`src/rtl/calc_pkg.sv`:
```
// Shared constants for the calculator sequencer: key codes, ALU operation
// selects and the sequencer state encoding.
package calc_pkg;

    localparam logic [4:0] KEY_DIGIT_MAX = 5'd9;
    localparam logic [4:0] KEY_ADD       = 5'd10;
    localparam logic [4:0] KEY_SUB       = 5'd11;
    localparam logic [4:0] KEY_AND       = 5'd12;
    localparam logic [4:0] KEY_OR        = 5'd13;
    localparam logic [4:0] KEY_EQUALS    = 5'd14;
    localparam logic [4:0] KEY_CLEAR     = 5'd15;

    localparam logic [2:0] OPT_PASS = 3'd0;
    localparam logic [2:0] OPT_ADD  = 3'd1;
    localparam logic [2:0] OPT_SUB  = 3'd2;
    localparam logic [2:0] OPT_AND  = 3'd3;
    localparam logic [2:0] OPT_OR   = 3'd4;

    typedef enum logic [2:0] {
        ST_ENTER_A,
        ST_OP_WAIT,
        ST_ENTER_B,
        ST_EXEC,
        ST_SHOW
    } state_t;

    function automatic logic [2:0] key_to_opt(input logic [4:0] code);
        case (code)
            KEY_ADD: key_to_opt = OPT_ADD;
            KEY_SUB: key_to_opt = OPT_SUB;
            KEY_AND: key_to_opt = OPT_AND;
            KEY_OR:  key_to_opt = OPT_OR;
            default: key_to_opt = OPT_PASS;
        endcase
    endfunction

endpackage

```
`src/rtl/calc_sequencer_if.sv`:
```
// Operand/result bus between the sequencer (master) and the external ALU (slave).
interface calc_sequencer_if #(
    parameter int DATA_W = 8,
    parameter int OP_W   = 3
);
    logic [OP_W-1:0]   opt;
    logic [DATA_W-1:0] numa;
    logic [DATA_W-1:0] numb;
    logic [DATA_W-1:0] ci;
    logic [DATA_W-1:0] s;
    logic              zero;
    logic              co;

    modport master (output opt, numa, numb, ci, input s, zero, co);
    modport slave  (input opt, numa, numb, ci, output s, zero, co);
endinterface

```
`src/rtl/calc_digit_acc.sv`:
```
// Decimal digit accumulator: value*10 + digit using shift-add, flags results
// that do not fit in DATA_W bits.
module calc_digit_acc #(
    parameter int DATA_W = 8
) (
    input  logic [DATA_W-1:0] value,
    input  logic [3:0]        digit,
    output logic [DATA_W-1:0] result,
    output logic              overflow
);
    logic [DATA_W+3:0] ext;
    logic [DATA_W+3:0] wide;

    // Four guard bits hold the worst case 10*(2^DATA_W-1)+9.
    assign ext      = {4'b0000, value};
    assign wide     = (ext << 3) + (ext << 1) + {{DATA_W{1'b0}}, digit};
    assign result   = wide[DATA_W-1:0];
    assign overflow = |wide[DATA_W+3:DATA_W];
endmodule

```
`src/rtl/calc_sequencer.sv`:
```
// Keypad-driven calculator sequencer: accumulates two decimal operands,
// drives an external ALU for one cycle and captures its result.
module calc_sequencer
    import calc_pkg::*;
#(
    parameter int DATA_W = 8,
    parameter int OP_W   = 3
) (
    input  logic              clk,
    input  logic              rst,
    input  logic              key_valid,
    input  logic [4:0]        key_code,
    calc_sequencer_if.master  alu,
    output logic [DATA_W-1:0] disp,
    output logic              res_valid,
    output logic              carry_flag,
    output logic              zero_flag,
    output logic              busy
);
    state_t            state_reg, state_next;
    logic [DATA_W-1:0] numa_reg, numa_next;
    logic [DATA_W-1:0] numb_reg, numb_next;
    logic [DATA_W-1:0] disp_reg, disp_next;
    logic [OP_W-1:0]   opt_reg, opt_next;
    logic [OP_W-1:0]   next_op_reg, next_op_next;
    logic              res_valid_reg, res_valid_next;
    logic              carry_reg, carry_next;
    logic              zero_reg, zero_next;

    logic              is_digit, is_op, is_equals, is_clear;
    logic [DATA_W-1:0] digit_val;
    logic [OP_W-1:0]   key_opt;

    assign is_digit  = key_valid && (key_code <= KEY_DIGIT_MAX);
    assign is_op     = key_valid && (key_code >= KEY_ADD) && (key_code <= KEY_OR);
    assign is_equals = key_valid && (key_code == KEY_EQUALS);
    assign is_clear  = key_valid && (key_code == KEY_CLEAR);
    assign digit_val = DATA_W'(key_code[3:0]);
    assign key_opt   = OP_W'(key_to_opt(key_code));

    // Index 0 accumulates operand A, index 1 operand B.
    logic [DATA_W-1:0] acc_val [2];
    logic [DATA_W-1:0] acc_res [2];
    logic              acc_ovf [2];

    assign acc_val[0] = numa_reg;
    assign acc_val[1] = numb_reg;

    genvar gi;
    generate
        for (gi = 0; gi < 2; gi++) begin : g_acc
            calc_digit_acc #(.DATA_W(DATA_W)) u_acc (
                .value    (acc_val[gi]),
                .digit    (key_code[3:0]),
                .result   (acc_res[gi]),
                .overflow (acc_ovf[gi])
            );
        end
    endgenerate

    always_ff @(posedge clk or posedge rst) begin
        if (rst) begin
            state_reg     <= ST_ENTER_A;
            numa_reg      <= '0;
            numb_reg      <= '0;
            disp_reg      <= '0;
            opt_reg       <= '0;
            next_op_reg   <= '0;
            res_valid_reg <= 1'b0;
            carry_reg     <= 1'b0;
            zero_reg      <= 1'b0;
        end else begin
            state_reg     <= state_next;
            numa_reg      <= numa_next;
            numb_reg      <= numb_next;
            disp_reg      <= disp_next;
            opt_reg       <= opt_next;
            next_op_reg   <= next_op_next;
            res_valid_reg <= res_valid_next;
            carry_reg     <= carry_next;
            zero_reg      <= zero_next;
        end
    end

    always_comb begin
        state_next     = state_reg;
        numa_next      = numa_reg;
        numb_next      = numb_reg;
        disp_next      = disp_reg;
        opt_next       = opt_reg;
        next_op_next   = next_op_reg;
        res_valid_next = 1'b0;
        carry_next     = carry_reg;
        zero_next      = zero_reg;

        if (is_clear && (state_reg != ST_EXEC)) begin
            state_next   = ST_ENTER_A;
            numa_next    = '0;
            numb_next    = '0;
            disp_next    = '0;
            opt_next     = '0;
            next_op_next = '0;
            carry_next   = 1'b0;
            zero_next    = 1'b0;
        end else begin
            case (state_reg)
                ST_ENTER_A: begin
                    if (is_digit) begin
                        if (!acc_ovf[0]) begin
                            numa_next = acc_res[0];
                            disp_next = acc_res[0];
                        end
                    end else if (is_op) begin
                        opt_next   = key_opt;
                        state_next = ST_OP_WAIT;
                    end
                end
                ST_OP_WAIT: begin
                    if (is_digit) begin
                        numb_next  = digit_val;
                        disp_next  = digit_val;
                        state_next = ST_ENTER_B;
                    end else if (is_op) begin
                        opt_next = key_opt;
                    end
                end
                ST_ENTER_B: begin
                    if (is_digit) begin
                        if (!acc_ovf[1]) begin
                            numb_next = acc_res[1];
                            disp_next = acc_res[1];
                        end
                    end else if (is_equals) begin
                        next_op_next = OP_W'(OPT_PASS);
                        state_next   = ST_EXEC;
                    end else if (is_op) begin
                        next_op_next = key_opt;
                        state_next   = ST_EXEC;
                    end
                end
                ST_EXEC: begin
                    // All keys are dropped here; a pass next_op marks an equals-terminated run.
                    disp_next      = alu.s;
                    carry_next     = alu.co;
                    zero_next      = alu.zero;
                    res_valid_next = 1'b1;
                    numa_next      = alu.s;
                    numb_next      = '0;
                    if (next_op_reg == OP_W'(OPT_PASS)) begin
                        state_next = ST_SHOW;
                    end else begin
                        opt_next   = next_op_reg;
                        state_next = ST_OP_WAIT;
                    end
                end
                ST_SHOW: begin
                    if (is_digit) begin
                        numa_next  = digit_val;
                        disp_next  = digit_val;
                        carry_next = 1'b0;
                        zero_next  = 1'b0;
                        state_next = ST_ENTER_A;
                    end else if (is_op) begin
                        opt_next   = key_opt;
                        state_next = ST_OP_WAIT;
                    end
                end
                default: state_next = ST_ENTER_A;
            endcase
        end
    end

    assign alu.opt    = opt_reg;
    assign alu.numa   = numa_reg;
    assign alu.numb   = numb_reg;
    assign alu.ci     = '0;
    assign disp       = disp_reg;
    assign res_valid  = res_valid_reg;
    assign carry_flag = carry_reg;
    assign zero_flag  = zero_reg;
    assign busy       = (state_reg == ST_EXEC);
endmodule
```
`src/flat_wrapper.sv`:
```
// flat-port wrapper written by rule: the top's interface ports become plain ports
module calc_sequencer_flat import calc_pkg::*;
#(
    parameter int DATA_W = 8,
    parameter int OP_W   = 3
)
  (clk, rst, key_valid, key_code, disp, res_valid, carry_flag, zero_flag, busy, alu_opt, alu_numa, alu_numb, alu_ci, alu_s, alu_zero, alu_co);
  calc_sequencer_if #(.DATA_W(DATA_W), .OP_W(OP_W)) alu_i ();
  input  logic clk;
  input  logic rst;
  input  logic key_valid;
  input  logic [4:0] key_code;
  output logic [DATA_W-1:0] disp;
  output logic res_valid;
  output logic carry_flag;
  output logic zero_flag;
  output logic busy;
  output wire logic [$bits(alu_i.opt)-1:0] alu_opt;
  output wire logic [$bits(alu_i.numa)-1:0] alu_numa;
  output wire logic [$bits(alu_i.numb)-1:0] alu_numb;
  output wire logic [$bits(alu_i.ci)-1:0] alu_ci;
  input wire logic [$bits(alu_i.s)-1:0] alu_s;
  input wire logic [$bits(alu_i.zero)-1:0] alu_zero;
  input wire logic [$bits(alu_i.co)-1:0] alu_co;
  assign alu_opt = alu_i.opt;
  assign alu_numa = alu_i.numa;
  assign alu_numb = alu_i.numb;
  assign alu_ci = alu_i.ci;
  assign alu_i.s = alu_s;
  assign alu_i.zero = alu_zero;
  assign alu_i.co = alu_co;
  calc_sequencer #(.DATA_W(DATA_W), .OP_W(OP_W)) u_core (.clk(clk), .rst(rst), .key_valid(key_valid), .key_code(key_code), .alu(alu_i), .disp(disp), .res_valid(res_valid), .carry_flag(carry_flag), .zero_flag(zero_flag), .busy(busy));
endmodule
```
`config.mk`:
```
export PLATFORM = sky130hd
export DESIGN_NAME = calc_sequencer_flat
export DESIGN_NICKNAME = d
export VERILOG_FILES = /design/src/rtl/calc_pkg.sv /design/src/rtl/calc_sequencer_if.sv /design/src/rtl/calc_digit_acc.sv /design/src/rtl/calc_sequencer.sv /design/src/flat_wrapper.sv
export SDC_FILE = /design/constraint.sdc
export NUM_CORES = 1
export LEC_CHECK = 0
export CAP_MARGIN = 30
export CORE_ASPECT_RATIO = 1.4
export CORE_MARGIN = 2
export CORE_UTILIZATION = 35
export CTS_BUF_LIST = sky130_fd_sc_hd__clkbuf_2
export CTS_CLUSTER_DIAMETER = 100
export DETAILED_ROUTE_END_ITERATION = 10
export PLACE_DENSITY = 0.59
export SYNTH_ARGS = -nofsm -noshare
export SYNTH_HDL_FRONTEND = slang
export SYNTH_SLANG_ARGS = --single-unit
```
`constraint.sdc`:
```
create_clock -name clk -period 3.9 [get_ports clk]
set_clock_uncertainty 0.1 [all_clocks]
set_input_delay 0.78 -clock clk [delete_from_list [all_inputs] [get_ports clk]]
set_output_delay 0.78 -clock clk [all_outputs]
set_load 0.1 [all_outputs]
```
Word-level counts from Yosys, hierarchy flattened:

Index checks and enable logic that the tools add are counted.

* flip-flop bits (word level): 36
* input bits: 18
* output and inout port bits: 39

* add/subtract/negate cells: 4
* order comparisons: 3
* eq/ne operators: 25
* muxes and demuxes: 38
* reduce and logical (&&, ||, !) cells: 26

Operators with widths (count)
* 8-bit two-way mux: 8
* 3-bit two-way mux: 17
* 8-bit case mux with 3 select lines: 2
* 8-bit case mux with 4 select lines: 1
* 5-bit by 4-bit equality test with 1-bit output (second input constant): 6
* 11-bit by 9-bit adder with 12-bit output: 2
* 12-bit by 4-bit adder with 12-bit output: 2
* 3-bit by 1-bit != test with 1-bit output (second input constant): 6
* 4-bit AND reduction: 4
* 3-bit case mux with 5 select lines: 1
* 3-bit by 2-bit != test with 1-bit output (second input constant): 4
* 3-bit case mux with 4 select lines: 1
* 5-bit by 4-bit less-or-equal comparator with 1-bit output (second input constant): 2
* 3-bit != test (second input constant): 3
* 3-bit nonzero test: 3
* 4-bit nonzero test: 2
* 4-bit OR reduction: 2
* 3-bit by 2-bit equality test with 1-bit output (second input constant): 2
* 1-bit logical AND: 6
* 3-bit zero test: 2
* 3-bit case mux with 2 select lines: 1
* 6-bit AND reduction: 1
* 5-bit by 4-bit greater-or-equal comparator with 1-bit output (second input constant): 1
* 1-bit two-way mux: 5
* 11 further kinds: 12

Depth between registers and ports, before layout:

* depth after elaboration: 8
* gate-level depth with buffers: 11

Modules after synthesis:

A second synthesis with hierarchy kept.

* cells, all modules: 382
* area, all modules: 3358.2 um^2

By module, submodules not included
* calc_sequencer: instances 1, cells each 263, area an instance 2361.0 um^2, seq. area each 900.9 um^2
* calc_digit_acc at u_core.g_acc[0].u_acc: instances 1, cells each 63, area an instance 518.0 um^2, seq. area each 0.0 um^2
* calc_digit_acc at u_core.g_acc[1].u_acc: instances 1, cells each 56, area an instance 479.2 um^2, seq. area each 0.0 um^2

Worst setup path before layout:

Ideal clock, no wire load.

* path kind: flip-flop to flip-flop
* from: register u_core.numa_reg[0], in the netlist u_core.alu.numa[0]
* to: register u_core.disp_reg[0], in the netlist u_core.disp[0]
* setup time: 125 ps
* arrival: 3787 ps
* required time: 3675 ps
* path slack: -112 ps
* cell stages (with the launch flop): 12
* path buffers: 0
* cell sequence: dfrtp_1 inv_1 fa_1 inv_1 fa_1 a21o_1 a21oi_1 o22ai_1 mux2i_1 a41oi_1 a211oi_4 mux2_2

* longest elaborated chain between the ends: 5

Ends and longest elaborated chain
* start, declared: line calc_sequencer.sv:21 `logic [DATA_W-1:0] numa_reg, numa_next;`
* start signal, assigned: line calc_sequencer.sv:74 `numa_reg <= numa_next;`
* 11-bit by 9-bit adder with 12-bit output: line calc_digit_acc.sv:16 `assign wide = (ext << 3) + (ext << 1) + {{DATA_W{1'b0}}, digit};`
* 12-bit by 4-bit adder with 12-bit output: line calc_digit_acc.sv:16
* 4-bit OR reduction: line calc_digit_acc.sv:18 `assign overflow = |wide[DATA_W+3:DATA_W];`
* 3-bit by 2-bit != test with 1-bit output (no source line)
* 6-bit AND reduction (no source line)
* end signal, assigned: line calc_sequencer.sv:76 `disp_reg <= disp_next;`
* end, declared: line calc_sequencer.sv:23 `logic [DATA_W-1:0] disp_reg, disp_next;`

Every way passes these cells.
A chain may end at the register's enable or synchronous reset.

Final worst setup path:

* from: input port key_code[2]
* to: register u_core.disp_reg[3], in the netlist u_core.disp[3]

* longest elaborated chain between the ends: 5
* elaborated cells between the ends (all ways): 22

Ends and longest elaborated chain
* start, declared: line flat_wrapper.sv:12 `input logic [4:0] key_code;`
* 12-bit by 4-bit adder with 12-bit output or 5-bit by 4-bit equality test with 1-bit output (tied branches): line calc_digit_acc.sv:16, calc_sequencer.sv:37
* 8-bit two-way mux (tied with other cells): line calc_sequencer.sv:129 `if (!acc_ovf[1]) begin`
* 8-bit two-way mux (tied with other cells): line calc_sequencer.sv:128 `if (is_digit) begin`
* 8-bit case mux with 4 select lines (tied with other cells): line calc_sequencer.sv:106 `case (state_reg)`
* 8-bit two-way mux or 6-bit AND reduction (tied branches)

Parallel ways exist; a longest one is shown, timed or not. The select of a mux whose other input is x is not followed.

==> out/summary.txt <==
Outcome - finished, final reports clean
Starting Density - 35.5%
Crit. End Element - register
Startpoint type of the worst setup path - input pin
Worst-path clk slew - 180 ps
Period minus WS final - 3790 ps
RSZ-0062 raised after global routing - false
Bufs on Longest Clock Path - 2
Die H - 116 µm
Final Cycle Share - 97.1%
Met1 Wirelength - 3690 µm
Max-slew violation count - 0
Critical path arrival - 4000 ps
Latest clock arrival within the worst-skew pair - 420 ps
Critical Path RT - 4110 ps
Worst Tran Pin Value - 975 ps
Ys Warns - 0
Register area - 906 µm²
Syn Area/Cell - 8.93 µm²
CP max stage delay - 610 ps
Cell variety after synth - 56
DRC - 0
Worst slew margin - 34.8%
Core area - 8870 µm²
# rows - 41
WP buf/inv - 2
Total grt overflow - 0
Seq cells post-synth - 36
Crit Path Class - input pin to register
CP cell instances - clkdlybuf4s50_1, ha_1, ha_1, fa_1, a21o_1, a21oi_1, o22ai_1, mux2i_1, a41oi_2, a211oi_4, buf_6, mux2_2
Antenna Nets Post-Route - 0
Mapped cell area - 3150 µm²
CTS Sinks - 36
Initial antenna violation count - 0
Clock root cell - clkbuf_2
Die area - 9790 µm²
Post-layout net count - 471
Area of the multi-input gates - 2110 µm²
Met2 routed WL - 4670 µm
IO Port Bufs - 48
Violation count after the first detailed-route iteration - 147
Register area share after synthesis - 28.6%
Via density - 5.44
Total GRT Usage - 18.7%
Max cap viols - 0
Layout Cells excl Fill - 528
Dpl hpwl - 7000 µm
CP max-delay cell - clkdlybuf4s50_1
H-Tree Level Count - 2
Final Hold Vio Count - 0
Post-synth EDFFs - 0
Syn Inst Count - 353
Maximum clock frequency - 0.264 GHz
First-pass GRT wire length - 14500 µm
Synth-to-Final Area Change - 25.0%
Avg WL per Cell - 16.8 µm
Routed WL - 8900 µm
I/O Pins - 57
DR top layer - met4
Cts bufs inserted - 5
Fraction of registers with async set/reset - 100%
Total number of vias - 2870
CTS tree - done
Crit Path Max Fanout - 4
Post-place setup slack - -424 ps
Most frequent cell on the critical path - ha_1
DR pass1 iterations - 4
Post-synth top flop - dfrtp_1
Met3 WL - 283 µm
Placer Congestion - 0.889
Hold crit path type - register to register
Die width - 84.2 µm
Fill cells - 874
Cells after DPL - 519
Post-CTS Hold Fix Bufs - 0
Pin count of the biggest net entering global routing - 37
Setup Fix Bufs, Post-CTS - 0
Crit path max-delay family - compound AO/OA/AOI/OAI gates
WHS - 407 ps
Vias in the first global route - 2870
Layout cell share with drive strength beyond 1 - 16.9%
Post-route setup slack - 113 ps
# setup viols final - 0
worst paths after layout:
kind | depth (start not counted) | slack [ps] | to | from
setup / recovery | 12 | 110 | u_core.disp[3] | key_code[2]
min in group asynchronous | 3 | 650 | u_core.alu.numb[6] | rst
max in group asynchronous | 3 | 2670 | u_core.alu.numa[0] | rst
setup reg to reg | 12 | 460 | u_core.disp[3] | u_core.alu.numb[0]
hold / removal | 2 | 410 | u_core.alu.opt[1] | u_core.alu.opt[1]
hold reg to reg | 2 | 410 | u_core.alu.opt[1] | u_core.alu.opt[1]
layout make-up:
class                   count  share of cell area, %
well taps                 107                   3.40
flip-flops and latches     36                   23.0
clock inverters             1                  0.127
clock buffers               7                  0.889
inverters                  20                   1.91
multi-input cells         285                   53.5
repair buffers             71                   17.1
diodes                      1                 0.0635
per-stage QoR:
stage | util, % | setup TNS, ps | instance area, µm²
after global placement | 43.7 | -8370 | 3870
final | 44.4 | 0 | 3940
after floorplan | - | 0 | 3180
after detailed placement | 43.7 | -8880 | 3870
after global routing | 44.4 | 0 | 3940
after CTS | 44.1 | 0 | 3920
routing by layer:
metal / global-route usage, % / vias up
met3: 2.33 / 17
met1: 21.8 / 1374
met2: 34.3 / 71
li1: - / 1408
met4: 7.96 / 0
met5: 0 / -
cells in the mapped netlist, types with 4 or more instances:
master     n  share of area (%)
fa_1       4                2.5
xor2_1     7                1.9
o31ai_1    6                1.4
o22ai_1    6                1.2
ha_1      30                 12
a21oi_1   31                4.9
mux2_2    21                7.5
xnor2_1    6                1.7
o211ai_1   4               0.95
a21o_1     5                1.2
or3_1      4               0.79
mux2i_1   10                3.2
clkbuf_1   8               0.95
and3_1     5               0.99
a22oi_1    5                1.2
dfrtp_1   36                 29
nor2_1    24                2.9
nor3_1     6               0.95
inv_1     19                2.3
o21ai_0   20                3.2
nand3_1    6               0.95
buf_4      8                1.9
nand2_1   33                3.9
timing repair:
action | 4_1_cts | 5_1_grt
resized for setup | 0 | 6
endpoints found under the setup margin | 0 | 16
hold endpoints to repair | 0 | 0
kinds of logic after synthesis:
kind of cell	synth area share (%)
AOI/OAI and AO/OA	21.8
xor gates and xnor gates	3.61
adders and majority gates	14.5
buffers and inverters	5.72
DFF	28.6
muxes	10.7
other	0.119
and+or+nand+nor	15.0
placed cells by master, fill, tap and decap left out, types with 3 or more instances in the layout:
cell	n
a22oi_1	5
a22o_1	3
clkbuf_2	7
xnor2_1	6
o21a_1	3
dfrtp_1	32
dfrtp_2	4
o22ai_1	6
o21ai_0	20
nand2b_1	3
buf_4	21
mux2_2	21
a211oi_1	3
o31ai_1	6
nand3_1	6
nand2_1	33
nor2_1	24
clkdlybuf4s50_1	46
nor3_1	6
o211ai_1	4
xor2_1	7
inv_1	18
a21o_1	5
mux2i_1	10
conb_1	8
fa_1	4
a21oi_1	30
and3_1	5
or3_1	4
nor3b_1	3
ha_1	30
worst reg2reg max path: cells and delay by family (launching register included):
kind	cells	cell delay [ps]
buffers and inverters	3	280
AOI/OAI and AO/OA	5	1140
adders and majority gates	2	900
DFF	1	440
muxes	1	330
and+or+nand+nor	1	140
Power is not shown: default switching activity piles up to over one toggle a cycle in this logic, so the estimate is an artifact.
